File: config.mk
export PLATFORM = sky130hd
export DESIGN_NAME = opb_rr_arbiter
export DESIGN_NICKNAME = d
export VERILOG_FILES = /design/src/rtl/opb_arb_pkg.sv /design/src/rtl/opb_rr_pick.sv /design/src/rtl/opb_rr_arbiter.sv
export SDC_FILE = /design/constraint.sdc
export NUM_CORES = 1
export LEC_CHECK = 0
export CAP_MARGIN = 20
export CELL_PAD_IN_SITES_DETAIL_PLACEMENT = 0
export CELL_PAD_IN_SITES_GLOBAL_PLACEMENT = 1
export CORE_MARGIN = 4
export CORE_UTILIZATION = 39
export CTS_BUF_LIST = sky130_fd_sc_hd__clkbuf_8
export DETAILED_ROUTE_END_ITERATION = 16
export HOLD_SLACK_MARGIN = 0.06
export PLACE_DENSITY = 0.88
export SKIP_CTS_REPAIR_TIMING = 1
export SYNTH_ARGS = -nofsm -noshare
export SYNTH_HDL_FRONTEND = slang
export SYNTH_SLANG_ARGS = --single-unit
File: constraint.sdc
create_clock -name OPB_Clk -period 3.55 [get_ports OPB_Clk]
set_input_delay 0.71 -clock OPB_Clk [delete_from_list [all_inputs] [get_ports OPB_Clk]]
set_output_delay 0.71 -clock OPB_Clk [all_outputs]
set_load 0.1 [all_outputs]
File: src/rtl/opb_arb_pkg.sv
// Shared types and constants for the OPB round-robin arbiter.
// Optional parked-grant mode is selected with the OPB_ARB_PARK_EN macro.
package opb_arb_pkg;

    typedef enum logic {
        ST_IDLE = 1'b0,
        ST_BUSY = 1'b1
    } opb_arb_state_e;

    localparam int unsigned OPB_ARB_MAX_MASTERS = 8;
    localparam int unsigned OPB_ARB_DEF_MASTERS = 4;
    localparam int unsigned OPB_ARB_DEF_TIMEOUT = 16;

    // Bits needed to index n items; never narrower than one bit.
    function automatic int unsigned idx_width(input int unsigned n);
        int unsigned w;
        w = 1;
        while ((32'd1 << w) < n) begin
            w = w + 1;
        end
        return w;
    endfunction

endpackage

File: src/rtl/opb_rr_pick.sv
// Combinational round-robin priority encoder: the search starts one past
// last_i and wraps, so the most recent winner has the lowest priority.
module opb_rr_pick
    import opb_arb_pkg::*;
#(
    parameter  int unsigned C_NUM_MASTERS = OPB_ARB_DEF_MASTERS,
    localparam int unsigned IW            = idx_width(C_NUM_MASTERS)
) (
    input  logic [C_NUM_MASTERS-1:0] req_i,
    input  logic [IW-1:0]            last_i,
    output logic [IW-1:0]            winner_o,
    output logic                     valid_o
);

    logic [IW-1:0] idx_s;

    // Walk from farthest to nearest so the nearest requester is written last.
    always_comb begin
        winner_o = last_i;
        valid_o  = |req_i;
        idx_s    = last_i;
        for (int i = int'(C_NUM_MASTERS); i >= 1; i--) begin
            idx_s    = IW'((int'(last_i) + i) % int'(C_NUM_MASTERS));
            winner_o = req_i[idx_s] ? idx_s : winner_o;
        end
    end

endmodule

File: src/rtl/opb_rr_arbiter.sv
// OPB bus arbiter: round-robin grant, transfer tracking, timeout and lock.
// Define OPB_ARB_PARK_EN to park the last grant on the bus while idle.
module opb_rr_arbiter
    import opb_arb_pkg::*;
#(
    parameter  int unsigned C_NUM_MASTERS = OPB_ARB_DEF_MASTERS,
    parameter  int unsigned C_TIMEOUT     = OPB_ARB_DEF_TIMEOUT,
    localparam int unsigned IW            = idx_width(C_NUM_MASTERS),
    localparam int unsigned TW            = idx_width(C_TIMEOUT)
) (
    input  logic                     OPB_Clk,
    input  logic                     OPB_Rst,
    input  logic [C_NUM_MASTERS-1:0] M_request,
    input  logic [C_NUM_MASTERS-1:0] M_busLock,
    input  logic                     Sl_xferAck,
    input  logic                     Sl_errAck,
    input  logic                     Sl_retry,
    input  logic                     Sl_toutSup,
    output logic [C_NUM_MASTERS-1:0] OPB_MGrant,
    output logic                     OPB_select,
    output logic                     OPB_timeout,
    output logic [IW-1:0]            arb_last
);

    localparam logic [TW-1:0] CNT_MAX = TW'(C_TIMEOUT - 1);
    localparam logic [TW-1:0] CNT_ONE = TW'(1);
    localparam logic [C_NUM_MASTERS-1:0] ONE_HOT0 = C_NUM_MASTERS'(1);

    opb_arb_state_e           state_q, state_d;
    logic [C_NUM_MASTERS-1:0] grant_q, grant_d;
    logic                     select_q, select_d;
    logic                     tout_q, tout_d;
    logic [IW-1:0]            last_q, last_d;
    logic [TW-1:0]            cnt_q, cnt_d;

    logic [IW-1:0]            pick_idx_s;
    logic                     pick_valid_s;
    logic                     ack_s;
    logic                     gnt_req_s;
    logic                     gnt_lock_s;
    logic [C_NUM_MASTERS-1:0] idle_grant_s;
    logic                     park_hit_s;

    opb_rr_pick #(
        .C_NUM_MASTERS (C_NUM_MASTERS)
    ) u_pick (
        .req_i    (M_request),
        .last_i   (last_q),
        .winner_o (pick_idx_s),
        .valid_o  (pick_valid_s)
    );

    assign ack_s      = Sl_xferAck | Sl_errAck | Sl_retry;
    assign gnt_req_s  = |(M_request & grant_q);
    assign gnt_lock_s = |(M_busLock & grant_q);

`ifdef OPB_ARB_PARK_EN
    // A parked master that is the sole requester starts its transfer at once.
    assign idle_grant_s = ONE_HOT0 << last_q;
    assign park_hit_s   = (grant_q != '0) && (M_request == grant_q);
`else
    assign idle_grant_s = '0;
    assign park_hit_s   = 1'b0;
`endif

    // Next-state, grant, counter and timeout decisions.
    always_comb begin
        state_d  = state_q;
        grant_d  = grant_q;
        select_d = select_q;
        tout_d   = 1'b0;
        last_d   = last_q;
        cnt_d    = cnt_q;
        case (state_q)
            ST_IDLE: begin
                if (park_hit_s) begin
                    state_d  = ST_BUSY;
                    select_d = 1'b1;
                    cnt_d    = '0;
                end else if (pick_valid_s) begin
                    state_d  = ST_BUSY;
                    grant_d  = ONE_HOT0 << pick_idx_s;
                    select_d = 1'b1;
                    last_d   = pick_idx_s;
                    cnt_d    = '0;
                end else begin
                    select_d = 1'b0;
                end
            end
            ST_BUSY: begin
                if (ack_s) begin
                    if (gnt_lock_s && gnt_req_s) begin
                        cnt_d = '0;
                    end else begin
                        state_d  = ST_IDLE;
                        grant_d  = idle_grant_s;
                        select_d = 1'b0;
                    end
                end else if (!gnt_req_s) begin
                    state_d  = ST_IDLE;
                    grant_d  = idle_grant_s;
                    select_d = 1'b0;
                end else if (Sl_toutSup) begin
                    cnt_d = cnt_q;
                end else if (cnt_q == CNT_MAX) begin
                    state_d  = ST_IDLE;
                    grant_d  = idle_grant_s;
                    select_d = 1'b0;
                    tout_d   = 1'b1;
                end else begin
                    cnt_d = cnt_q + CNT_ONE;
                end
            end
            default: begin
                state_d  = ST_IDLE;
                grant_d  = '0;
                select_d = 1'b0;
            end
        endcase
    end

    // State and output registers; last starts at the top so master 0 wins first.
    always_ff @(posedge OPB_Clk or posedge OPB_Rst) begin
        if (OPB_Rst) begin
            state_q  <= ST_IDLE;
            grant_q  <= '0;
            select_q <= 1'b0;
            tout_q   <= 1'b0;
            last_q   <= IW'(C_NUM_MASTERS - 1);
            cnt_q    <= '0;
        end else begin
            state_q  <= state_d;
            grant_q  <= grant_d;
            select_q <= select_d;
            tout_q   <= tout_d;
            last_q   <= last_d;
            cnt_q    <= cnt_d;
        end
    end

    assign OPB_MGrant  = grant_q;
    assign OPB_select  = select_q;
    assign OPB_timeout = tout_q;
    assign arb_last    = last_q;

endmodule

==> results of run 1 <==
==> sequential cells by signal (all words and copies together) (netlist names) <==
signal	count
OPB_MGrant	4
cnt_q	4
state_q	1
OPB_select	1
arb_last	2
OPB_timeout	1
==> cells in the mapped netlist, types with 2 or more instances <==
| cell type | number |
|---|---|
| dfrtp_1 | 11 |
| o2bb2ai_1 | 4 |
| nor2_1 | 4 |
| inv_1 | 4 |
| nor3_1 | 2 |
| nand3_1 | 4 |
| nand3b_1 | 2 |
| dfstp_2 | 2 |
| nand2_1 | 7 |
| o21ai_2 | 2 |
| a22oi_1 | 4 |
| o21ai_1 | 4 |
| nand2b_1 | 4 |
| a21oi_1 | 2 |
==> routing by layer <==
layer | part of all wire (%) | GRT usage, %
met5 | 0 | 0
met4 | 1.2 | 6.38
met3 | 5.0 | 3.42
met1 | 46 | 21.2
met2 | 47 | 23.8
==> per-stage QoR <==
| stage | cell area [µm²] | util, % | total power, mW | hold WS [ps] |
|---|---|---|---|---|
| 2_1_floorplan | 774 | - | 0.713 | 494 |
| 3_3_place_gp | 1010 | 55.8 | 0.846 | 494 |
| 3_5_place_dp | 1010 | 55.8 | 0.849 | 496 |
| 4_1_cts | 1050 | 58.4 | 0.988 | 505 |
| 5_1_grt | 1050 | 58.4 | 1.03 | 524 |
| 6_report | 1050 | 58.4 | 0.984 | 503 |
==> logic make-up after synthesis <==
family                   Yosys count
adder cells (fa/ha/maj)            1
buffers and inverters              5
AND/OR/NAND/NOR                   30
AO/OA/AOI/OAI                     28
XOR/XNOR                           1
flip-flops                        13
==> worst paths after layout <==
path / to / slack [ps] / depth (start not counted)
max in group asynchronous: arb_last[1] / 2410 / 2
setup / recovery: OPB_MGrant[3] / 1030 / 1
hold reg to reg: arb_last[1] / 500 / 2
min in group asynchronous: OPB_MGrant[2] / 790 / 2
setup reg to reg: cnt_q[0] / 1920 / 6
hold / removal: arb_last[1] / 500 / 2
==> where the power goes <==
group / total, mW / internal, mW / switching, mW
clock network: 0.134 / 0.0777 / 0.0565
registers: 0.257 / 0.202 / 0.0550
logic: 0.593 / 0.161 / 0.433
total: 0.984 / 0.440 / 0.544
==> layout make-up <==
type,count,share of cell area [%]
clock inverter,1,0.476
sequential,13,31.2
clock buffer,3,3.92
inverter,4,1.43
multi-input combinational,60,40.5
timing repair buffer,21,19.5
tap,25,2.97
==> cell usage in the layout (no fill, tap or decap), drive strengths merged, types with 2 or more instances in the layout <==
cell type,synthesis,layout
clkdlybuf4s50,0,19
dfrtp,11,11
nand2,8,8
o21ai,8,8
inv,4,4
a22oi,4,4
nand3,4,4
nor2,4,4
nand2b,4,4
o2bb2ai,4,4
clkbuf,0,3
a21oi,2,2
nand3b,2,2
nor3,2,2
dfstp,2,2
buf,1,2
==> flow_summary.json, run 1 <==
{
  "grt_max_degree": 14,
  "grt_antenna_before_repair": 0,
  "rows": 15,
  "outcome": "complete, no violations",
  "dieHeight_um": 52.6,
  "num_antenna_cells": 0,
  "ys_ff_latch": 13,
  "setup_viol": 0,
  "slowest_delay_ps": 1160,
  "final.period_utilization_pct": 71.0,
  "wire_per_inst_um": 14.6,
  "max_freq_mhz": 397,
  "via_per_inst": 5.38,
  "reg2reg_from": "cnt_q[0]",
  "grt_pass1_wl_um": 3110,
  "regArea_um2": 328,
  "crit_arrival_ps": 1810,
  "clk_latency_ps": 250,
  "required_ps": 2840,
  "grt_pass1_vias": 654,
  "seq_area_frac_synth_pct": 42.3,
  "cap_violations": 0,
  "core-area_mm2": 0.00180,
  "clock_sinks": 13,
  "startpoint_type": "register",
  "synthSimpleGateAreaFrac_pct": 23.3,
  "hold_violations": 0,
  "yosys-top-cells-area": "dfrtp_1, dfstp_2, o2bb2ai_1, a22oi_1, nand2_1",
  "synth_top_flop_cell": "dfrtp_1",
  "cts_max_level": 1,
  "pin_count": 22,
  "synth_cells": 78,
  "final_cells": 127,
  "path_buf_inv": 1,
  "drt-total-wl_um": 1860,
  "dp_hpwl_um": 1430,
  "yosysTopAreaCell": "dfrtp_1",
  "drc": 0,
  "vias": 683,
  "critPathMaxFanout": 4,
  "synth_edf_count": 0,
  "synth-compound-area-share_pct": 29.1,
  "synth_top_family_by_area": "compound AO/OA/AOI/OAI gates",
  "avgSynthCellArea_um2": 9.93,
  "critPathLaunch": "OPB_MGrant[3]",
  "pre_cts_slack_ps": 1240,
  "drv_slew": 0,
  "synthAdderAreaFrac_pct": 1.62,
  "critPathTopFamily": "buffers and inverters",
  "netlist_area_um2": 774,
  "die-area_mm2": 0.00276,
  "clk_path_buf_depth": 2,
  "io_buffer_count": 21,
  "synthArstFlopShare_pct": 100,
  "nets": 118,
  "cp-end-kind": "output pin",
  "hp-start": "arb_last[1]",
  "slowest_stage": "clkdlybuf4s50_1",
  "start_util_pct": 43.0,
  "synth_warnings": 0,
  "vdd_ir_drop_max_mv": 0.710,
  "multi_input_area_um2": 427,
  "cts_tree": "yes",
  "synthesis.nets": 93,
  "place_congestion": 0.730,
  "ctsRootBufferMaster": "clkbuf_8",
  "path_clk_slew_ps": 60,
  "synth_xor_area_share_pct": 1.13,
  "fillers": 174,
  "leakagePower_nw": 0.428,
  "drt_iter0_drc": 6,
  "area_growth_pct": 35.9,
  "synthDistinctLibCells": 36,
  "rsz0062_at_grt": "no",
  "first_pass_iters": 4,
  "setup-tns-final_ps": 0,
  "powerDensity_mw_per_mm2": 935,
  "finalCriticalPeriod_ps": 2520,
  "drive_gt1_share_pct": 14.7,
  "synth_top_area_share_pct": 35.5,
  "cts_buffers": 3,
  "grt_usage_pct": 15.6,
  "slew_headroom_pct": 34.7,
  "ant_nets": 0,
  "worstHoldPathType": "reg -> reg",
  "worstPathCellList": "clkdlybuf4s50_1",
  "setup_ws_ps": 1030,
  "fp.dieW_um": 52.6,
  "grt_overflow": 0,
  "worst_slew_pin_slew_ps": 976,
  "synthMuxAreaShare_pct": 0,
  "dp.cells": 123,
  "fin_skew_ps": 1.82,
  "crit_type": "reg -> out"
}
(Power assumes the default switching activity.)
==> inputs of run 2 (changes only) <==
CORE_UTILIZATION = 33   (was 39)
PLACE_DENSITY = 0.79   (was 0.88)
clock period = 2.1 ns   (was 3.55 ns; I/O delays follow)
==> run 2 against run 1 <==
Utilization fell by 10 points. Routed wire length fell by 6.7%. Global-route usage fell by 3.5 points. Clock skew barely moved. Non-clock buffer count rose by 1. Sequential share of layout area fell by 0.58 points. Register-to-register slack got worse by 1400 ps. Worst hold slack improved by 4.6 ps. First-iteration DRC count rose to 3.3 times the previous value.
==> flow_summary.json, run 2 (synthesized netlist as in run 1, its figures left out) <==
{
  "rsz0062_at_grt": "no",
  "dieHeight_um": 56.4,
  "ant_nets": 0,
  "startpoint_type": "primary input",
  "dp.cells": 127,
  "final_cells": 131,
  "start_util_pct": 34.7,
  "grt_overflow": 0,
  "worstHoldPathType": "in -> async",
  "final_common_cell": "clkdlybuf4s50_1",
  "critPathMaxFanout": 4,
  "num_antenna_cells": 0,
  "setup_ws_ps": 335,
  "grt_max_degree": 14,
  "max_freq_mhz": 567,
  "clock_sinks": 13,
  "fp.dieW_um": 56.4,
  "rows": 17,
  "cts_buffers": 3,
  "reg2reg_from": "cnt_q[0]",
  "final.period_utilization_pct": 84.1,
  "finalCriticalPeriod_ps": 1770,
  "vias": 709,
  "outcome": "complete, no violations",
  "required_ps": 2210,
  "area_growth_pct": 38.4,
  "drt_iter0_drc": 20,
  "vdd_ir_drop_max_mv": 0.778,
  "slew_headroom_pct": 65.9,
  "setup-tns-final_ps": 0,
  "cts_tree": "yes",
  "wire_per_inst_um": 13.2,
  "leakagePower_nw": 0.452,
  "via_per_inst": 5.41,
  "drive_gt1_share_pct": 20.4,
  "grt_antenna_before_repair": 0,
  "grt_usage_pct": 12.1,
  "drc": 0,
  "ctsRootBufferMaster": "clkbuf_8",
  "fillers": 224,
  "r2r_slack_ps": 500,
  "pre_cts_slack_ps": 83.6,
  "grt_pass1_vias": 706,
  "core-area_mm2": 0.00223,
  "drv_slew": 0,
  "worst_slew_pin_slew_ps": 511,
  "grt_pass1_wl_um": 3030,
  "powerDensity_mw_per_mm2": 1580,
  "drt-total-wl_um": 1730,
  "pin_count": 22,
  "path_clk_slew_ps": 50,
  "crit_arrival_ps": 1870,
  "cp-end-kind": "register",
  "nets": 119,
  "timing.rr.end": "cnt_q[0]",
  "io_buffer_count": 21,
  "hold_violations": 0,
  "die-area_mm2": 0.00319,
  "reg2reg_depth": 6,
  "crit_type": "in -> reg",
  "first_pass_iters": 4,
  "fin_skew_ps": 1.54,
  "clk_latency_ps": 240,
  "mostFrequentLayoutCells": "clkdlybuf4s50_1, dfrtp_1, nand2_1, buf_4, inv_1",
  "clk_path_buf_depth": 2,
  "cts_max_level": 1,
  "dp_hpwl_um": 1410,
  "place_congestion": 0.845,
  "setup_viol": 0,
  "cap_violations": 0
}
[run 2: cell types whose count changed in the layout (fill, tap and decap cells not counted), sizes merged]
| cell | delta |
|---|---|
| inv | +1 |
| buf | +7 |
| clkdlybuf4s50 | -6 |
| clkinv | -1 |
[run 2: power breakdown]
group          switching, mW  internal, mW
combinational          0.730         0.313
sequential            0.0967         0.341
clock                 0.0868         0.129
[run 2: per-layer routing]
layer / global-route usage, % / part of all wire, % / up-vias
met1: 15.3 / 46 / 336
met5: 0 / 0 / -
li1: - / - / 346
met4: 7.12 / 2.1 / 0
met3: 1.84 / 6.3 / 4
met2: 19.3 / 46 / 23
[run 2: worst max-delay path by stage]
stage | endpoint | cells after the start | startpoint
floorplan | cnt_q[0] | 5 | OPB_MGrant[0]
global placement | OPB_MGrant[1] | 6 | Sl_errAck
detailed placement | OPB_MGrant[1] | 6 | Sl_errAck
CTS | OPB_MGrant[1] | 6 | Sl_errAck
global route | OPB_MGrant[3] | 6 | Sl_errAck
finish | OPB_MGrant[1] | 6 | Sl_errAck
[run 2: worst max-delay path: stages]
cell and delay (ps):
clkdlybuf4s50_1 460, o31a_1 350, a21boi_4 170, o21ai_2 230, o21ai_2 110, o2bb2ai_1 130
[run 2: final cells by class]
type                       instances  area [µm²]  area share, %
sequential                        13         328           30.6
tap                               28        35.0           3.27
inverter                           4        15.0           1.40
multi-input combinational         60         427           39.8
clock inverter                     1        3.75          0.350
clock buffer                       3        41.3           3.85
timing repair buffer              22         223           20.8
[run 2: through the flow]
stage	utilization [%]	total power, mW	hold WS [ps]	cell area, µm²
after floorplan	-	1.20	296	774
after global placement	46.0	1.49	512	1030
after detailed placement	46.0	1.49	514	1030
after CTS	48.0	1.71	520	1070
after global routing	48.0	1.79	532	1070
final	48.0	1.70	508	1070
==> inputs of run 3 (changes only) <==
clock period = 1.55 ns   (was 2.1 ns; I/O delays follow)
==> run 3 against run 2 <==
Clock skew is essentially flat. Design area grew 21%. Die area is the same. First-iteration DRC count grew 50%. Combinational power grew 60%. Clock power grew 31%. Non-clock buffer count grew 8. Total power grew 56%.
==> flow_summary.json, run 3 (synthesized netlist as in run 1, its figures left out) <==
{
  "setup_ws_ps": 63.6,
  "reg2reg_from": "cnt_q[1]",
  "first_pass_iters": 4,
  "io_buffer_count": 21,
  "cts_tree": "yes",
  "critPathLaunch": "M_request[2]",
  "final.period_utilization_pct": 95.9,
  "ant_nets": 0,
  "cp-end-kind": "register",
  "hold_ws_ps": 384,
  "powerDensity_mw_per_mm2": 2050,
  "start_util_pct": 34.7,
  "grt_usage_pct": 12.9,
  "drive_gt1_share_pct": 38.7,
  "final_cells": 139,
  "grt_max_degree": 14,
  "drc": 0,
  "fp.dieW_um": 56.4,
  "clk_latency_ps": 240,
  "cap_violations": 0,
  "rsz0062_at_grt": "yes",
  "fin_skew_ps": 1.16,
  "grt_antenna_before_repair": 0,
  "dp.cells": 134,
  "leakagePower_nw": 0.557,
  "pin_count": 22,
  "crit_arrival_ps": 1650,
  "place_congestion": 0.789,
  "grt_overflow": 0,
  "hold_violations": 0,
  "core-area_mm2": 0.00223,
  "outcome": "complete, no violations",
  "drv_slew": 0,
  "ctsRootBufferMaster": "clkbuf_8",
  "mostFrequentLayoutCells": "clkdlybuf4s50_1, buf_4, buf_12",
  "critPathMaxFanout": 4,
  "die-area_mm2": 0.00319,
  "rows": 17,
  "wire_per_inst_um": 13.6,
  "pre_cts_slack_ps": -303,
  "clk_path_buf_depth": 2,
  "worstPathCellList": "clkdlybuf4s50_1, buf_4, nand2b_1, a21oi_1, a221o_1, o2bb2ai_1",
  "drt_iter0_drc": 30,
  "required_ps": 1710,
  "path_buf_inv": 2,
  "via_per_inst": 5.29,
  "critPathTopFamily": "buffers and inverters",
  "nets": 127,
  "cts_max_level": 1,
  "max_freq_mhz": 673,
  "drt-total-wl_um": 1900,
  "final_core_util_pct": 57.9,
  "crit_type": "in -> reg",
  "dp_hpwl_um": 1480,
  "finalCriticalPeriod_ps": 1490,
  "worstHoldPathType": "in -> async",
  "area_growth_pct": 66.9,
  "startpoint_type": "primary input",
  "worst_slew_pin_slew_ps": 474,
  "path_clk_slew_ps": 50,
  "slowest_stage": "clkdlybuf4s50_1",
  "clock_sinks": 13,
  "slowest_delay_ps": 560,
  "grt_pass1_wl_um": 3250,
  "num_antenna_cells": 0,
  "vias": 736,
  "cts_buffers": 3,
  "grt_pass1_vias": 724,
  "slew_headroom_pct": 68.3,
  "vdd_ir_drop_max_mv": 1.42,
  "setup_viol": 0,
  "dieHeight_um": 56.4
}
run 3: cell types whose count changed in the layout (fill, tap and decap cells not counted), sizes merged:
cell,change
dlymetal6s2s,+4
buf,+8
clkdlybuf4s50,-4
run 3: final cells by class:
type,instances,area [µm²]
Sequential cell,13,347
Tap cell,28,35.0
Inverter,4,15.0
Clock inverter,1,3.75
Fill cell,195,941
Timing Repair Buffer,30,368
Clock buffer,3,41.3
Multi-Input combinational cell,60,483
run 3: worst paths after layout:
path / endpoint / slack, ps / cells past startpoint
setup / recovery: OPB_MGrant[2] / 60 / 6
hold / removal: cnt_q[1] / 380 / 2
setup reg to reg: cnt_q[3] / 70 / 6
hold reg to reg: arb_last[1] / 550 / 2
max in group asynchronous: OPB_MGrant[3] / 800 / 2
min in group OPB_Clk: cnt_q[1] / 470 / 4
run 3: per-stage QoR:
stage | power [mW] | TNS (ps) | area [µm²]
final | 2.64 | 0 | 1290
after global routing | 2.77 | -90.1 | 1290
after CTS | 2.64 | -157 | 1250
after detailed placement | 2.34 | -2930 | 1210
after global placement | 2.33 | -2820 | 1210
after floorplan | 1.75 | 0 | 830
run 3: report_power, final:
group / switching (mW) / internal (mW) / total (mW)
clock: 0.110 / 0.174 / 0.284
combinational: 1.01 / 0.653 / 1.66
sequential: 0.193 / 0.503 / 0.696
total: 1.31 / 1.33 / 2.64
run 3: routing by layer:
layer  vias up  GRT usage [%]  part of all wire [%]
li1        362              -                     -
met1       350           17.3                    47
met4         0           5.42                  0.90
met5         -              0                     0
met3         2           4.14                   5.9
met2        22           18.8                    46
